==> src/rtl/io_handshake_unit_pkg.sv <==
// Shared definitions for the IO handshake unit: byte width, FIFO depth
// default and the state encodings of the input and output paths.
package io_handshake_unit_pkg;

  localparam int BYTE_W             = 8;
  localparam int FIFO_DEPTH_DEFAULT = 4;

  // Input path: INPR empty (fgi=0) or holding an unread byte (fgi=1)
  typedef enum logic {
    IN_EMPTY = 1'b0,
    IN_FULL  = 1'b1
  } in_state_t;

  // Output path: device free (fgo=1) or a byte offered to the device
  typedef enum logic {
    OUT_IDLE = 1'b0,
    OUT_SEND = 1'b1
  } out_state_t;

  // Count register width: must represent 0..depth inclusive
  function automatic int fifo_cnt_w(input int depth);
    return $clog2(depth) + 1;
  endfunction

endpackage

==> src/rtl/io_byte_fifo.sv <==
// Byte FIFO for the device input path. Pushes when full and pops when
// empty are dropped internally, so callers may drive push/pop freely.
module io_byte_fifo
  import io_handshake_unit_pkg::*;
#(
  parameter  int DEPTH = FIFO_DEPTH_DEFAULT,
  localparam int PTR_W = $clog2(DEPTH),
  localparam int CNT_W = fifo_cnt_w(DEPTH)
) (
  input  logic              myclock,
  input  logic              reset,
  input  logic              push,
  input  logic [BYTE_W-1:0] push_data,
  input  logic              pop,
  output logic [BYTE_W-1:0] pop_data,
  output logic              full,
  output logic              empty,
  output logic [CNT_W-1:0]  count
);

  logic [BYTE_W-1:0] mem [DEPTH];
  logic [PTR_W-1:0]  wr_ptr_reg;
  logic [PTR_W-1:0]  rd_ptr_reg;
  logic [CNT_W-1:0]  count_reg;
  logic              push_ok;
  logic              pop_ok;

  assign full     = (count_reg == CNT_W'(DEPTH));
  assign empty    = (count_reg == '0);
  assign count    = count_reg;
  assign push_ok  = push && !full;
  assign pop_ok   = pop && !empty;
  // Head is read straight from the array; the consumer registers it
  assign pop_data = mem[rd_ptr_reg];

  // Storage write; contents need no reset since count gates every read
  always_ff @(posedge myclock) begin
    if (push_ok) mem[wr_ptr_reg] <= push_data;
  end

  // Pointer and occupancy bookkeeping; power-of-two depth wraps naturally
  always_ff @(posedge myclock or posedge reset) begin
    if (reset) begin
      wr_ptr_reg <= '0;
      rd_ptr_reg <= '0;
      count_reg  <= '0;
    end else begin
      if (push_ok) wr_ptr_reg <= wr_ptr_reg + 1'b1;
      if (pop_ok)  rd_ptr_reg <= rd_ptr_reg + 1'b1;
      case ({push_ok, pop_ok})
        2'b10:   count_reg <= count_reg + CNT_W'(1);
        2'b01:   count_reg <= count_reg - CNT_W'(1);
        default: count_reg <= count_reg;
      endcase
    end
  end

endmodule

==> src/rtl/io_handshake_unit.sv <==
// Programmed-IO handshake unit: buffers device input bytes into INPR with
// the FGI flag, hands OUTR bytes to the device with the FGO flag, and
// raises the interrupt request when enabled and either flag is set.
module io_handshake_unit
  import io_handshake_unit_pkg::*;
#(
  parameter  int FIFO_DEPTH = FIFO_DEPTH_DEFAULT,
  localparam int CNT_W      = fifo_cnt_w(FIFO_DEPTH)
) (
  input  logic              myclock,
  input  logic              reset,
  input  logic              dev_in_valid,
  input  logic [BYTE_W-1:0] dev_in_data,
  output logic              dev_in_ready,
  output logic [BYTE_W-1:0] inpr_data,
  output logic              fgi,
  input  logic              inp_ack,
  input  logic [BYTE_W-1:0] outr_data,
  input  logic              out_strobe,
  output logic              fgo,
  output logic              dev_out_valid,
  output logic [BYTE_W-1:0] dev_out_data,
  input  logic              dev_out_ready,
  input  logic              ien,
  output logic              int_req,
  output logic              out_overrun
);

  in_state_t         in_state_reg, in_state_next;
  out_state_t        out_state_reg, out_state_next;
  logic [BYTE_W-1:0] inpr_data_reg;
  logic [BYTE_W-1:0] dev_out_data_reg;
  logic              overrun_reg;

  logic              fifo_push;
  logic              fifo_pop;
  logic [BYTE_W-1:0] fifo_head;
  logic              fifo_full;
  logic              fifo_empty;
  logic [CNT_W-1:0]  fifo_count;

  // Pop only when INPR is free (registered state), so at most one byte
  // reaches INPR every two cycles.
  assign fifo_pop     = (in_state_reg == IN_EMPTY) && !fifo_empty;
  assign fifo_push    = dev_in_valid && !fifo_full;
  assign dev_in_ready = (fifo_count < CNT_W'(FIFO_DEPTH));

  io_byte_fifo #(
    .DEPTH (FIFO_DEPTH)
  ) u_fifo (
    .myclock   (myclock),
    .reset     (reset),
    .push      (fifo_push),
    .push_data (dev_in_data),
    .pop       (fifo_pop),
    .pop_data  (fifo_head),
    .full      (fifo_full),
    .empty     (fifo_empty),
    .count     (fifo_count)
  );

  // State registers for both paths
  always_ff @(posedge myclock or posedge reset) begin
    if (reset) begin
      in_state_reg  <= IN_EMPTY;
      out_state_reg <= OUT_IDLE;
    end else begin
      in_state_reg  <= in_state_next;
      out_state_reg <= out_state_next;
    end
  end

  // Data registers: INPR loads on pop, device byte loads on accepted strobe,
  // overrun is sticky until reset
  always_ff @(posedge myclock or posedge reset) begin
    if (reset) begin
      inpr_data_reg    <= '0;
      dev_out_data_reg <= '0;
      overrun_reg      <= 1'b0;
    end else begin
      if (fifo_pop) inpr_data_reg <= fifo_head;
      if (out_state_reg == OUT_IDLE && out_strobe) dev_out_data_reg <= outr_data;
      if (out_state_reg == OUT_SEND && out_strobe) overrun_reg <= 1'b1;
    end
  end

  // Next-state logic for the input and output paths
  always_comb begin
    in_state_next  = in_state_reg;
    out_state_next = out_state_reg;
    case (in_state_reg)
      IN_EMPTY: if (!fifo_empty) in_state_next = IN_FULL;
      IN_FULL:  if (inp_ack)     in_state_next = IN_EMPTY;
      default:                   in_state_next = IN_EMPTY;
    endcase
    case (out_state_reg)
      OUT_IDLE: if (out_strobe)    out_state_next = OUT_SEND;
      OUT_SEND: if (dev_out_ready) out_state_next = OUT_IDLE;
      default:                     out_state_next = OUT_IDLE;
    endcase
  end

  // Moore outputs decoded from the state registers
  always_comb begin
    fgi           = (in_state_reg == IN_FULL);
    fgo           = (out_state_reg == OUT_IDLE);
    dev_out_valid = (out_state_reg == OUT_SEND);
    inpr_data     = inpr_data_reg;
    dev_out_data  = dev_out_data_reg;
    out_overrun   = overrun_reg;
    int_req       = ien && ((in_state_reg == IN_FULL) || (out_state_reg == OUT_IDLE));
  end

endmodule

==> config.mk <==
export PLATFORM = sky130hd
export DESIGN_NAME = io_handshake_unit
export DESIGN_NICKNAME = d
export VERILOG_FILES = /design/src/rtl/io_handshake_unit_pkg.sv /design/src/rtl/io_byte_fifo.sv /design/src/rtl/io_handshake_unit.sv
export SDC_FILE = /design/constraint.sdc
export NUM_CORES = 1
export LEC_CHECK = 0
export CAP_MARGIN = 0
export CORE_MARGIN = 2
export CORE_UTILIZATION = 61
export DETAILED_ROUTE_END_ITERATION = 12
export DONT_BUFFER_PORTS = 1
export MAX_ROUTING_LAYER = met4
export PLACE_DENSITY = 0.85
export SLEW_MARGIN = 20
export SYNTH_ARGS = -nofsm -noshare
export SYNTH_HDL_FRONTEND = slang
export SYNTH_SLANG_ARGS = --single-unit
export TNS_END_PERCENT = 5
==> constraint.sdc <==
create_clock -name myclock -period 2.9 [get_ports myclock]
set_clock_uncertainty 0.15 [all_clocks]
set_input_delay 0.145 -clock myclock [delete_from_list [all_inputs] [get_ports myclock]]
set_output_delay 0.145 -clock myclock [all_outputs]
set_load 0.05 [all_outputs]
# Yosys cells after proc, flatten, opt, wreduce, memory -nomap -nowiden
# Memories as Yosys holds them, arrays and structs flattened. A register that Yosys moved wholly into a read port is not among the register bits.
# Cells that the tools add are included.
dict set report totals {
  reg_bits 18
  ram_bits 32
  inputBits 23
  out_inout_bits 22
  n_memories 1
}
# memory words width rd rd_clocked_by_memory_dff write_ports line
set memory_table {}
lappend memory_table {u_fifo.mem 4 8 1 1 1 io_byte_fifo.sv:21} ;# logic [BYTE_W-1:0] mem [DEPTH];
dict set report op_classes {
  addsub 4
  magnitude_cmp 1
  eq_ne 3
  n_mux 9
  bitwise_logic 2
  reduce_logical 12
}
# cell n
set ops {}
lappend ops {{$logic_and 1x1->1} 7}
lappend ops {{$mux 1} 6}
lappend ops {{$pmux 3 s2} 1}
lappend ops {{$add 2x1->2 const B} 2}
lappend ops {{$pmux 1 s2} 2}
lappend ops {{$add 3x1->3 const B} 1}
lappend ops {{$eq 3x3->1 const B} 1}
lappend ops {{$logic_not 3->1} 1}
lappend ops {{$lt 3x3->1 const B} 1}
lappend ops {{$sub 3x1->3 const B} 1}
lappend ops {{$eq 2x1->1 const B} 1}
lappend ops {{$eq 2x2->1 const B} 1}
lappend ops {{$logic_not 1->1} 2}
lappend ops {{$not 1->1} 2}
lappend ops {{$reduce_bool 2->1} 1}
lappend ops {{$logic_or 1x1->1} 1}

# Logic depth before layout (Yosys ltp)
dict set report logic_depth {
  word_depth 6
  depth_mapped 9
  mapped_depth_nobuf 9
}

# Hierarchy
# A second synthesis with hierarchy kept.
dict set report hier_totals {
  hier_cells 126
  hier_area_um2 2364.8
}
# module instances cells_each area_per_inst_um2 seq_area_each_um2
set modules_own_cells {}
lappend modules_own_cells {io_byte_fifo 1 80 1596.5 1136.1}
lappend modules_own_cells {io_handshake_unit 1 46 768.2 475.5}

# Worst setup path after synthesis
# No wires, ideal clock.
dict set report synth_path {
  path_kind {reg-to-reg}
  start {register in_state_reg (netlist: fgi)}
  end {register u_fifo.count_reg[2] (netlist: u_fifo.count[2])}
  setup_time_ps 140
  arrival_ps 1935
  required_ps 2610
  setup_slack_ps 675
  path_stages_with_launch 9
  path_buffers 1
  synth_period_minus_slack_ps 2225
  path_cell_list {dfrtp_1 nor2_1 buf_4 ha_1 inv_1 fa_1 xor2_1 nor2_1 xnor2_1}
}
dict set report synth_via {
  elab_chain_cells 5
  word_cells_on_any_way 7
  classes_between {eq/ne (2); mux (1); bitwise (1); reduce/logical (3)}
}
# item line
set synth_lines {}
lappend synth_lines {{start: declaration} io_handshake_unit.sv:29} ;# in_state_t in_state_reg, in_state_next;
lappend synth_lines {{start signal: assignment} io_handshake_unit.sv:68} ;# in_state_reg <= in_state_next;
lappend synth_lines {{$not 1->1 *} io_handshake_unit.sv:44} ;# assign fifo_pop = (in_state_reg == IN_EMPTY) && !fifo_empty;
lappend synth_lines {{$logic_and 1x1->1 *} io_handshake_unit.sv:44}
lappend synth_lines {{named net fifo_pop} io_handshake_unit.sv:36} ;# logic fifo_pop;
lappend synth_lines {{$logic_and 1x1->1 *} io_byte_fifo.sv:32} ;# assign pop_ok = pop && !empty;
lappend synth_lines {{$eq 2x1->1 or $eq 2x2->1 (tied branches)} io_byte_fifo.sv:50} ;# case ({push_ok, pop_ok})
lappend synth_lines {{$pmux 3 s2 or $reduce_bool 2->1 (tied branches)} --}
lappend synth_lines {{end signal: assignment} io_byte_fifo.sv:51} ;# 2'b10: count_reg <= count_reg + CNT_W'(1);
lappend synth_lines {{end signal: assignment} io_byte_fifo.sv:52} ;# 2'b01: count_reg <= count_reg - CNT_W'(1);
lappend synth_lines {{end signal: assignment} io_byte_fifo.sv:53} ;# default: count_reg <= count_reg;
lappend synth_lines {{end: declaration} io_byte_fifo.sv:24} ;# logic [CNT_W-1:0] count_reg;
# Mark *: on every way through the listed nets, which the timed path passes. The rest lies on a longest branch.
# A chain may end at the register's enable or synchronous reset.

# Worst setup path in the final report
dict set report layout_path {
  start {register u_fifo.count_reg[2] (netlist: u_fifo.count[2])}
  end {register u_fifo.count_reg[2] (netlist: u_fifo.count[2])}
}
dict set report layout_via {
  elab_chain_cells 6
  word_cells_on_any_way 14
  classes_between {add/sub (2); eq/ne (3); mux (1); reduce/logical (8)}
}
# item line
set layout_lines {}
lappend layout_lines {{$eq 3x3->1 or $logic_not 3->1 (tied branches)} {io_byte_fifo.sv:28, io_byte_fifo.sv:29}}
lappend layout_lines {{$logic_not 1->1, on equally long branches} --}
lappend layout_lines {{$logic_and 1x1->1, on equally long branches} {io_handshake_unit.sv:45, io_handshake_unit.sv:44}}
lappend layout_lines {{$logic_and 1x1->1, on equally long branches} {io_byte_fifo.sv:31, io_byte_fifo.sv:32}}
lappend layout_lines {{$eq 2x1->1 or $eq 2x2->1 (tied branches)} io_byte_fifo.sv:50}
lappend layout_lines {{$pmux 3 s2 or $reduce_bool 2->1 (tied branches)} --}
# Several ways; a longest one is shown, not always the timed one.

==> run metrics <==
status finished, final reports clean; Main synth FF type edfxtp_1; Clk Tree Root Cell clkbuf_8; Slew @ Worst Pin 925 ps; Initial Util 0.632; synth warn 0; via count ~1100; worst-path fanout max 7; Layout area overhead 18.4%; 1st-iter DRT viols 37; layout cells sized above 1 0.236; FF-to-FF Start u_fifo.count[2]; CTS sink cnt between 50 and 60; CP startpoint kind flip-flop; nets ~190; core area 3660 um^2; P per Cell Area 1120 nW/um^2; top-area cell type share of the netlist area 0.416; total I/O pin count 45; 1st-pass router iterations 4; input/output buffers 0; Async S/R FF share, synth 0.448; total CTS buffers 9; Critical Path AT 2430 ps; crit share post-route 0.826; DR DRC count 0; total die area around 4300 um^2; antenna violations before repair 0; fin. max-slew vios 0; hold violation count in the final report 0; GRT Residual Overflow 0; Filler cells 222; Slew headroom 0.379; CTS tree built; Placer Congestion 0.745; crit path time final 2400 ps; hold path start out_strobe; depth of the worst register-to-register path 9; FF/Latch Area ~1600 um^2; cell row count 22; Final HPWL DP roughly 2400 um; Final Util 0.748; WL/cell roughly 18 um; CP startpoint u_fifo.count[2]; FF+latch count, synth 58; syn_nets 154; multi-input logic area approximately 640 um^2; max cap viols 0; Die Y 65.6 um; count leader, synth edfxtp_1; Crit Path Class flip-flop to flip-flop; most area-consuming cells after synthesis edfxtp_1 42%, dfrtp_1 28%, mux4_2 7.8%; Yosys cell types 25; n_diodes 0; Hold Crit Depth 2; static leakage 0.00107 uW; unrepaired setup endpoints after global routing no; setup TNS 0 ps; number of flops mapped to enable cells by yosys 32; register area share after synthesis 0.697; Post-synth top cells 32 x edfxtp_1, 26 x dfrtp_1, 10 x inv_1; Hold WS 141 ps; Post-Syn Area about 2300 um^2; H-tree depth 3; largest net degree at the start of global routing 27; Die Span X between 60 and 70 um; # Post-CTS Setup Buffers 0; Synth area leader edfxtp_1; first-pass GRT wire length about 6000 um; Worst VDD drop ~0.00067 V; synthesized area per cell 18.5 um^2; worst min path class primary input to flip-flop; fmax 0.417 GHz; CP endpoint kind flip-flop; WP data required 2940 ps; CTS max path bufs 2; via count of the first global-routing pass 1217; max FFs per register 32; Detail Route Antenna Nets 0; later-pin clock latency in the skew report roughly 330 ps; count of final setup violators 0; GR Util All Layers 0.213; Synth Instances 125; DR vias/cell 5.49; Worst-path clk slew approximately 60 ps; Detailed Route WL 3790 um
[placed cells by master (no fill, tap or decap)]
cell type and instances:
nor3_1 1, mux2_4 8, mux2_2 9, dfrtp_1 26, a21o_1 1, clkbuf_1 6
nor2b_1 1, nand2_1 1, mux4_2 8, o21bai_1 2, clkbuf_8 10, edfxtp_1 32
xor2_1 3, clkinv_1 1, inv_1 9, and2_1 4, fa_1 1, ha_1 5
nor2_1 2, o31a_1 1, o21ai_0 1, dlygate4sd3_1 21, buf_4 3, a21boi_1 1
nor3b_1 1, xnor2_1 3
[final timing paths]
kind,endpoint,slack [ps]
min in group asynchronous,u_fifo.wr_ptr_reg[0],210
setup reg to reg,u_fifo.count[2],500
hold reg to reg,u_fifo.count[0],400
hold / removal,dev_out_valid,140
setup / recovery,u_fifo.count[2],500
max in group asynchronous,dev_out_data[7],1960
[per-layer routing]
layer | wire (um) | global-route usage
met1 | 1420 | 0.218
met2 | 1950 | 0.351
met3 | 347 | 0.0993
met4 | 71 | 0.0911
met5 | 0 | -
[area by class of cell]
| type | count | area share |
|---|---|---|
| inverter | 10 | 0.0137 |
| multi-input combinational | 53 | 0.232 |
| tap | 48 | 0.0219 |
| clock buffer | 16 | 0.0585 |
| sequential | 58 | 0.589 |
| timing repair buffer | 24 | 0.0850 |
[worst max-delay path, cell delays in order, from the launching register on]
cell and delay [ps]:
dfrtp_1 370, inv_1 250, o31a_1 450, inv_1 80, ha_1 170, inv_1 60
fa_1 370, xor2_1 160, nor2_1 70, xnor2_1 130
[power breakdown]
| group | switching, uW | internal [uW] | total (uW) |
|---|---|---|---|
| Sequential | 494 | 1120 | 1610 |
| Clock | 273 | 336 | 609 |
| Combinational | 395 | 460 | 855 |
| Total | 1160 | 1910 | 3080 |
[what timing repair did]
| item | 4_1_cts | 5_1_grt |
|---|---|---|
| gates resized for setup | 0 | 0 |
| setup endpoints to repair | 0 | 0 |
| hold buffers | 21 | 0 |
| hold endpoints to repair | 70 | 0 |
[logic make-up (layout without fill, tap and decap cells)]
logic type               count (synthesis)  in the layout  synth area share
flip-flops                              58             58             0.697
multiplexers                            25             25             0.174
buffers and inverters                   14             50            0.0281
AND/OR/NAND/NOR                         10             10            0.0238
adder cells (fa/ha/maj)                  6              6            0.0357
AO/OA/AOI/OAI                            6              6            0.0189
XOR/XNOR                                 6              6            0.0227
[through the flow]
| stage | setup WS (ps) | instances | power (uW) | area, um^2 |
|---|---|---|---|---|
| 2_1_floorplan | 675 | 125 | 2290 | 2310 |
| 3_3_place_gp | 650 | 172 | 2390 | 2370 |
| 3_5_place_dp | 518 | 172 | 2460 | 2370 |
| 4_1_cts | 505 | 209 | 3110 | 2740 |
| 5_1_grt | 382 | 209 | 3240 | 2740 |
| 6_report | 504 | 209 | 3080 | 2740 |
Power figures use the tool's default switching activity.
